[src/rtl/issue_scoreboard.sv]
// Load-use hazard scoreboard with per-register latency counters
// and the LL/SC link flag for the ID stage.
module issue_scoreboard #(
  parameter int NUM_REGS = 32,
  parameter int ADDR_W   = 5,
  parameter int LOAD_LAT = 1,
  parameter int CNT_W    = 3
) (
  input  logic                clk,
  input  logic                rst,
  input  logic                id_valid,
  input  logic                id_flush,
  input  logic [ADDR_W-1:0]   rs_addr,
  input  logic                rs_used,
  input  logic [ADDR_W-1:0]   rt_addr,
  input  logic                rt_used,
  input  logic [ADDR_W-1:0]   dst_addr,
  input  logic                dst_we,
  input  logic                dst_is_load,
  input  logic                is_ll,
  input  logic                is_sc,
  input  logic                is_store,
  input  logic                ll_invalidate,
  output logic                stall,
  output logic                issue,
  output logic                atomic,
  output logic                sc_fail,
  output logic [NUM_REGS-1:0] pending
);

  typedef enum logic {
    UNLINKED = 1'b0,
    LINKED   = 1'b1
  } link_e;

  link_e            link_q, link_d;
  logic [CNT_W-1:0] cnt_q [NUM_REGS];
  logic [CNT_W-1:0] cnt_d [NUM_REGS];
  logic             hz_rs, hz_rt, wr_en;

  // Source hazards: a read of a register whose load data is not yet forwardable.
  always_comb begin
    hz_rs = rs_used && (rs_addr != '0)
         && (cnt_q[rs_addr] != '0);
    hz_rt = rt_used && (rt_addr != '0)
         && (cnt_q[rt_addr] != '0);
  end

  assign stall   = id_valid & ~id_flush & (hz_rs | hz_rt);
  assign issue   = id_valid & ~id_flush & ~stall;
  assign atomic  = (link_q == LINKED);
  assign sc_fail = is_sc & ~atomic;
  assign wr_en   = issue & dst_we & (dst_addr != '0);

  // Countdown per register; an issuing writer overrides the decrement (WAW).
  always_comb begin
    for (int r = 0; r < NUM_REGS; r++) begin
      cnt_d[r] = '0;
      if (r != 0) begin
        if (cnt_q[r] != '0)
          cnt_d[r] = cnt_q[r] - CNT_W'(1);
        if (wr_en && (int'(dst_addr) == r))
          cnt_d[r] = dst_is_load ? CNT_W'(LOAD_LAT) : '0;
      end
    end
  end

  // Counter registers; reset retires every in-flight load.
  always_ff @(posedge clk) begin
    if (rst) begin
      for (int r = 0; r < NUM_REGS; r++)
        cnt_q[r] <= '0;
    end else begin
      for (int r = 0; r < NUM_REGS; r++)
        cnt_q[r] <= cnt_d[r];
    end
  end

  // Debug view of which registers still have a load outstanding.
  always_comb begin
    pending = '0;
    for (int r = 1; r < NUM_REGS; r++)
      pending[r] = (cnt_q[r] != '0);
  end

  // Link next state: invalidate beats SC/store kill, which beats LL link.
  always_comb begin
    link_d = link_q;
    if (ll_invalidate)
      link_d = UNLINKED;
    else if (issue && (is_sc || is_store))
      link_d = UNLINKED;
    else if (issue && is_ll)
      link_d = LINKED;
  end

  // Link state register.
  always_ff @(posedge clk) begin
    if (rst) link_q <= UNLINKED;
    else     link_q <= link_d;
  end

endmodule

[config.mk]
export PLATFORM = sky130hd
export DESIGN_NAME = issue_scoreboard
export DESIGN_NICKNAME = d
export VERILOG_FILES = /design/src/rtl/issue_scoreboard.sv
export SDC_FILE = /design/constraint.sdc
export NUM_CORES = 1
export LEC_CHECK = 0
export BUFFER_PORTS_ARGS = -buffer_cell sky130_fd_sc_hd__buf_4
export CAP_MARGIN = 0
export CORE_MARGIN = 3
export CORE_UTILIZATION = 64
export CTS_CLUSTER_SIZE = 30
export DETAILED_ROUTE_END_ITERATION = 8
export GPL_TIMING_DRIVEN = 0
export PLACE_DENSITY_LB_ADDON = 0.05
export SLEW_MARGIN = 10
export SYNTH_ARGS = -nofsm -noshare
export SYNTH_HDL_FRONTEND = slang
export SYNTH_SLANG_ARGS = --single-unit
export TNS_END_PERCENT = 5
[constraint.sdc]
create_clock -name clk -period 7.51 [get_ports clk]
set_input_delay 1.1265 -clock clk [delete_from_list [all_inputs] [get_ports clk]]
set_output_delay 1.1265 -clock clk [all_outputs]
set_load 0.01 [all_outputs]
## Word level (Yosys, flattened, before mapping)

Memories as Yosys holds them, arrays and structs flattened.
Cells that the tools add are included.

| word-level totals | value |
|---|---|
| register bits | 1 |
| memory bits (writable) | 96 |
| input bits | 27 |
| output and inout port bits | 36 |
| word-level logic and storage cells | 279 |
| memories kept | 1 |

| cells by class | value |
|---|---|
| $add $sub $neg | 31 |
| equality and inequality tests | 31 |
| muxes and demuxes | 98 |
| bitwise operators | 42 |
| reductions and logical operators | 75 |

Memories:

| name | words | bits a word | rd ports | clocked after memory_dff | write ports | RTL line | RTL |
|---|---|---|---|---|---|---|---|
| cnt_q | 32 | 3 | 33 | 0 | 32 | 37 | `logic [CNT_W-1:0] cnt_q [NUM_REGS];` |

Operators with widths:

| operator | number |
|---|---|
| $mux 3 | 94 |
| $reduce_bool 3->1 | 33 |
| $sub 3x1->3 const B | 31 |
| $eq 5x5->1 const B | 16 |
| $eq 5x4->1 const B | 8 |
| $logic_and 1x1->1 | 37 |
| $or 1x1->1 | 33 |
| $eq 5x3->1 const B | 4 |
| $reduce_bool 5->1 | 3 |
| $eq 5x2->1 const B | 2 |
| $and 1x1->1 | 6 |
| $eq 5x1->1 const B | 1 |
| $mux 1 | 4 |
| $not 1->1 | 3 |
| $reduce_or 3->1 | 1 |
| $logic_or 1x1->1 | 1 |

## Logic depth before layout (Yosys ltp)

| logic depth | value |
|---|---|
| word-level depth | 12 |
| mapped depth | 10 |
| gate-level depth less buffers | 7 |

## Worst setup path before layout

No wires, ideal clock.

| timing path | value |
|---|---|
| path kind | input to output |
| start point | input port rt_addr[1] |
| end point | output port stall |
| arrival | 3.016 ns |
| data required time | 6.384 ns |
| slack | 3.367 ns |
| stages on the path | 8 |
| path buffers | 2 |
| cells stage by stage | inv_2 > mux4_2 > o2111a_1 > or4_1 > buf_4 > buf_2 > and2_1 > nor2_1 |

| on the way | value |
|---|---|
| longest elaborated chain between the ends | 5 |
| elaborated cells on any way between the ends | 7 |
| those cells by class | bitwise: 2; reduce/logical: 4; memory: 1 |

Ends and longest elaborated chain:

| item | RTL line | RTL |
|---|---|---|
| start: declaration | 15 | `input logic [ADDR_W-1:0] rt_addr,` |
| $mem_v2 32x3 or $reduce_bool 5->1 (tied branches) | - |  |
| $reduce_bool 3->1 or $logic_and 1x1->1 (tied branches) | 46, 45 |  |
| $logic_and 1x1->1 * | 46 | `&& (cnt_q[rt_addr] != '0);` |
| $or 1x1->1 * | 49 | `assign stall = id_valid & ~id_flush & (hz_rs \| hz_rt);` |
| $and 1x1->1 * | 49 |  |
| end: declaration | 24 | `output logic stall,` |

Mark *: on every way between the ends. The rest lies on a longest branch, timed or not.

## Final worst setup path

| timing path | value |
|---|---|
| start point | input port rs_addr[0] |
| end point | output port stall |

| on the way | value |
|---|---|
| longest elaborated chain between the ends | 5 |
| elaborated cells on any way between the ends | 7 |
| those cells by class | bitwise: 2; reduce/logical: 4; memory: 1 |

Ends and longest elaborated chain:

| item | RTL line | RTL |
|---|---|---|
| start: declaration | 13 | `input logic [ADDR_W-1:0] rs_addr,` |
| $mem_v2 32x3 or $reduce_bool 5->1 (tied branches) | - |  |
| $reduce_bool 3->1 or $logic_and 1x1->1 (tied branches) | 44, 43 |  |
| $logic_and 1x1->1 * | 44 | `&& (cnt_q[rs_addr] != '0);` |
| $or 1x1->1 * | 49 |  |
| $and 1x1->1 * | 49 |  |

Marks and branches as above.

==> implementation parameters <==
Parameter                              Value

Outcome
  Result of the run ... finished, final reports clean

GRT
  Vias in the first global route ... about 5,000
  Number of antenna violations at the first check in global routing ... 0
  First-pass GRT wire length ... between 20 and 30 mm
  Global route overflow ... 0
  Overall global routing resource usage ... 0.326
  Maximum number of pins on one net before global-route repair ... 17

STA
  Number of hold-slack violations in the final timing report ... 0
  Accumulated negative setup slack ... 0 ps
  Normalized max-slew margin ... 0.376
  Final critical-path required period ... ~4700 ps
  Highest Clock Rate ... 215 MHz
  Total setup violations reported at the end of the flow ... 0
  Post-route fraction of the period consumed by the critical path ... 0.620
  Final count of pins violating max slew ... 0
  Actual transition at the worst max-transition pin ... about 940 ps
  Unrepaired setup endpoints after global routing ... no
  Least setup slack across all paths after layout ... around 2900 ps
  Setup clock skew after layout ... between 10 and 15 ps

Place
  DP Cell Count ... 830
  Cell area reported after detailed placement ... between 6000 and 7000 sq um
  Number of buffers inserted by port buffering ... 59
  Post-detail-place hpwl ... roughly 13 mm
  Pre-CTS setup slack ... 2940 ps
  Routability congestion estimate from global placement ... 0.958

Yosys
  Number of flops mapped to enable cells by yosys ... 0
  Post-Syn Nets ... approximately 750
  Synth warnings ... 0
  Post-synthesis instance area ... just under 6000 sq um
  Dominant cell type by area after synthesis ... dfxtp_1
  Synthesized instance count ... between 600 and 700
  Top-area cell type share of the netlist area ... 0.322
  Distinct cells, synth ... 56
  Most common cell in the synthesized netlist ... dfxtp_1
  Post-synthesis area per instance ... between 8 and 9 sq um
  Synth Register Bits ... 94
  Sequential element share of the synthesized area ... 0.322
  Ys flop type ... dfxtp_1
  Cell types with the highest counts after synthesis ... 94 x dfxtp_1, 79 x inv_1, 62 x ha_1
  Asr flop ratio synth ... 0
  Dominant cells by area after synthesis ... dfxtp_1 32%, ha_1 13%, mux2i_1 6.0%

Detailed routing
  Initial detailed-routing violation count ... ~480
  Post-detailed-route DRC marker count ... 0
  Via count normalized by instance count ... ~6.3
  Drt total wl ... between 15 and 20 mm
  Length of the first detailed-routing pass in iterations ... 6
  Per-cell routed wire length ... approximately 19 um
  Number of nets with antenna violations after routing ... 0
  Total number of vias ... roughly 5,300

Critical path
  Data required, critical path ... about 6400 ps
  Beginning of the worst register-to-register path ... cnt_q[9][0]$_SDFF_PP0_
  Worst setup SP type ... primary input
  Crit path to ... stall
  Largest driver fanout on the critical path ... 10
  Capture point of the worst reg-to-reg path ... cnt_q[16][1]$_SDFF_PP0_
  Setup crit end kind ... output port
  Worst-case register-to-register setup slack ... between 4000 and 5000 ps
  Cell count of the worst reg-to-reg path ... 8
  Worst Setup SP ... rs_addr[0]
  Worst setup path class ... primary input to output port
  Data arrival, critical path ... around 3500 ps

Clock tree
  Clk sinks ... 94
  Clk Tree Root Cell ... clkbuf_8
  CTS H-Tree Depth ... 3
  Number of CTS-inserted buffers ... 9
  Worst-skew pair later-pin latency ... around 370 ps
  Post-CTS Resized ... 0
  Clock transition at the registers of the reported paths ... about 90 ps
  # Post-CTS Setup Buffers ... 0
  Maximum clock insertion buffer count ... 2
  Hold Buf Count CTS ... 0
  TritonCTS clock tree ... yes

Die
  Vertical die dimension ... about 100 um
  I/O pin count ... 63
  Full die area ... slightly above 10,000 sq um
  Starting utilization of the core area ... 0.664
  Row Count ... 34
  Chip Width ... just over 100 um
  Core area ... ~9000 sq um

Hold path
  Path type of the worst min-delay path ... flip-flop to flip-flop

Cells and area
  Antenna Cells ... 0
  Final design area excluding fillers ... approximately 6700 sq um
  Share of layout cells above drive strength 1 ... 0.153
  Final non-filler cell total ... roughly 850
  Final net count ... between 800 and 900
  Area added between synthesis and finish ... 14.0%

Power and ir drop
  Portion of total power attributed to combinational logic ... 0.566
  Pwr dens ... 442 nW/um^2
  P_sw ... approximately 1.2 mW
  Leakage component of the power ... 2.99 nW
  Switching part of the total power ... 0.423
  Design internal power ... around 1.7 mW
  Sequential power share ... 0.293
  Worst IR Drop VDD ... 297 uV
  Clock share of power ... 0.141

Job
  Number of violations of the max-capacitance limit ... 0
==> cell families after synthesis <==
group / Yosys count / share of synthesized area
xor gates and xnor gates: 16 / 0.0240
AOI/OAI and AO/OA: 54 / 0.0739
other: 1 / 0.000642
muxes: 48 / 0.0908
adders and majority gates: 62 / 0.133
and+or+nand+nor: 278 / 0.281
buffers and inverters: 110 / 0.0749
DFF: 94 / 0.322
==> cell type report <==
class,instances,area (sq um)
Inverter,83,312
Fill cell,675,2140
Tap cell,108,135
Timing Repair Buffer,59,443
Clock inverter,6,115
Multi-Input combinational cell,459,3520
Sequential cell,94,1880
Clock buffer,10,128
Buffer,27,126
==> sequential cells by signal, summed over array words and instances (netlist names) <==
register and count:
atomic 1, cnt_q 93
==> placed cells by master (no fill, tap or decap), types with 9 or more instances in the layout <==
cell	synthesis	final
and3_1	22	22
and4_1	12	12
buf_4	2	61
clkbuf_1	14	15
clkbuf_8	0	9
dfxtp_1	94	94
ha_1	62	62
inv_1	79	79
mux2i_1	35	35
nand2_1	20	20
nand2b_1	28	28
nand3_1	28	28
nand4_1	29	29
nor2_1	36	36
nor2b_1	14	14
nor3_1	39	39
nor4_1	18	18
xnor2_1	11	11
==> critical path, stage by stage <==
cell and delay, ps:
buf_2 200, clkinv_1 290, o311a_1 230, a2111oi_0 430, o32ai_1 150, nand4_1 290, clkbuf_1 360, and2_1 230
nor2_1 60, buf_4 140
==> per-layer routing <==
| metal | wire, um | up-vias | global-route usage |
|---|---|---|---|
| met3 | 1270 | 43 | 0.0661 |
| met2 | 7790 | 247 | 0.535 |
| met4 | 558 | 0 | 0.140 |
| met1 | 6700 | 2518 | 0.415 |
| met5 | 0 | - | 0 |
| li1 | - | 2502 | - |
==> worst min path at each step <==
stage	end	slack (ps)	start	depth (start not counted)
after global placement	cnt_q[19][0]$_SDFF_PP0_	480	cnt_q[19][0]$_SDFF_PP0_	1
final	cnt_q[19][0]$_SDFF_PP0_	510	cnt_q[19][0]$_SDFF_PP0_	1
after global routing	cnt_q[19][0]$_SDFF_PP0_	540	cnt_q[19][0]$_SDFF_PP0_	1
after CTS	cnt_q[19][0]$_SDFF_PP0_	510	cnt_q[19][0]$_SDFF_PP0_	1
after floorplan	cnt_q[19][0]$_SDFF_PP0_	460	cnt_q[19][0]$_SDFF_PP0_	1
after detailed placement	cnt_q[19][0]$_SDFF_PP0_	490	cnt_q[19][0]$_SDFF_PP0_	1
==> power by group through the flow <==
| stage | Combinational (mW) | Sequential, mW | Clock [mW] |
|---|---|---|---|
| after floorplan | 1.13 | 0.829 | 0 |
| after global placement | 1.55 | 0.859 | 0 |
| after detailed placement | 1.65 | 0.870 | 0 |
| after CTS | 1.66 | 0.859 | 0.417 |
| after global routing | 1.86 | 0.890 | 0.438 |
| final | 1.67 | 0.864 | 0.415 |
==> stage by stage <==
| step | utilization | total power, mW | hold slack (ps) |
|---|---|---|---|
| after global routing | 0.757 | 3.18 | 538 |
| after floorplan | - | 1.96 | 458 |
| after CTS | 0.757 | 2.94 | 509 |
| final | 0.757 | 2.95 | 509 |
| after detailed placement | 0.729 | 2.52 | 494 |
| after global placement | 0.729 | 2.41 | 482 |
Note: power is estimated with default switching activity, not from simulation.
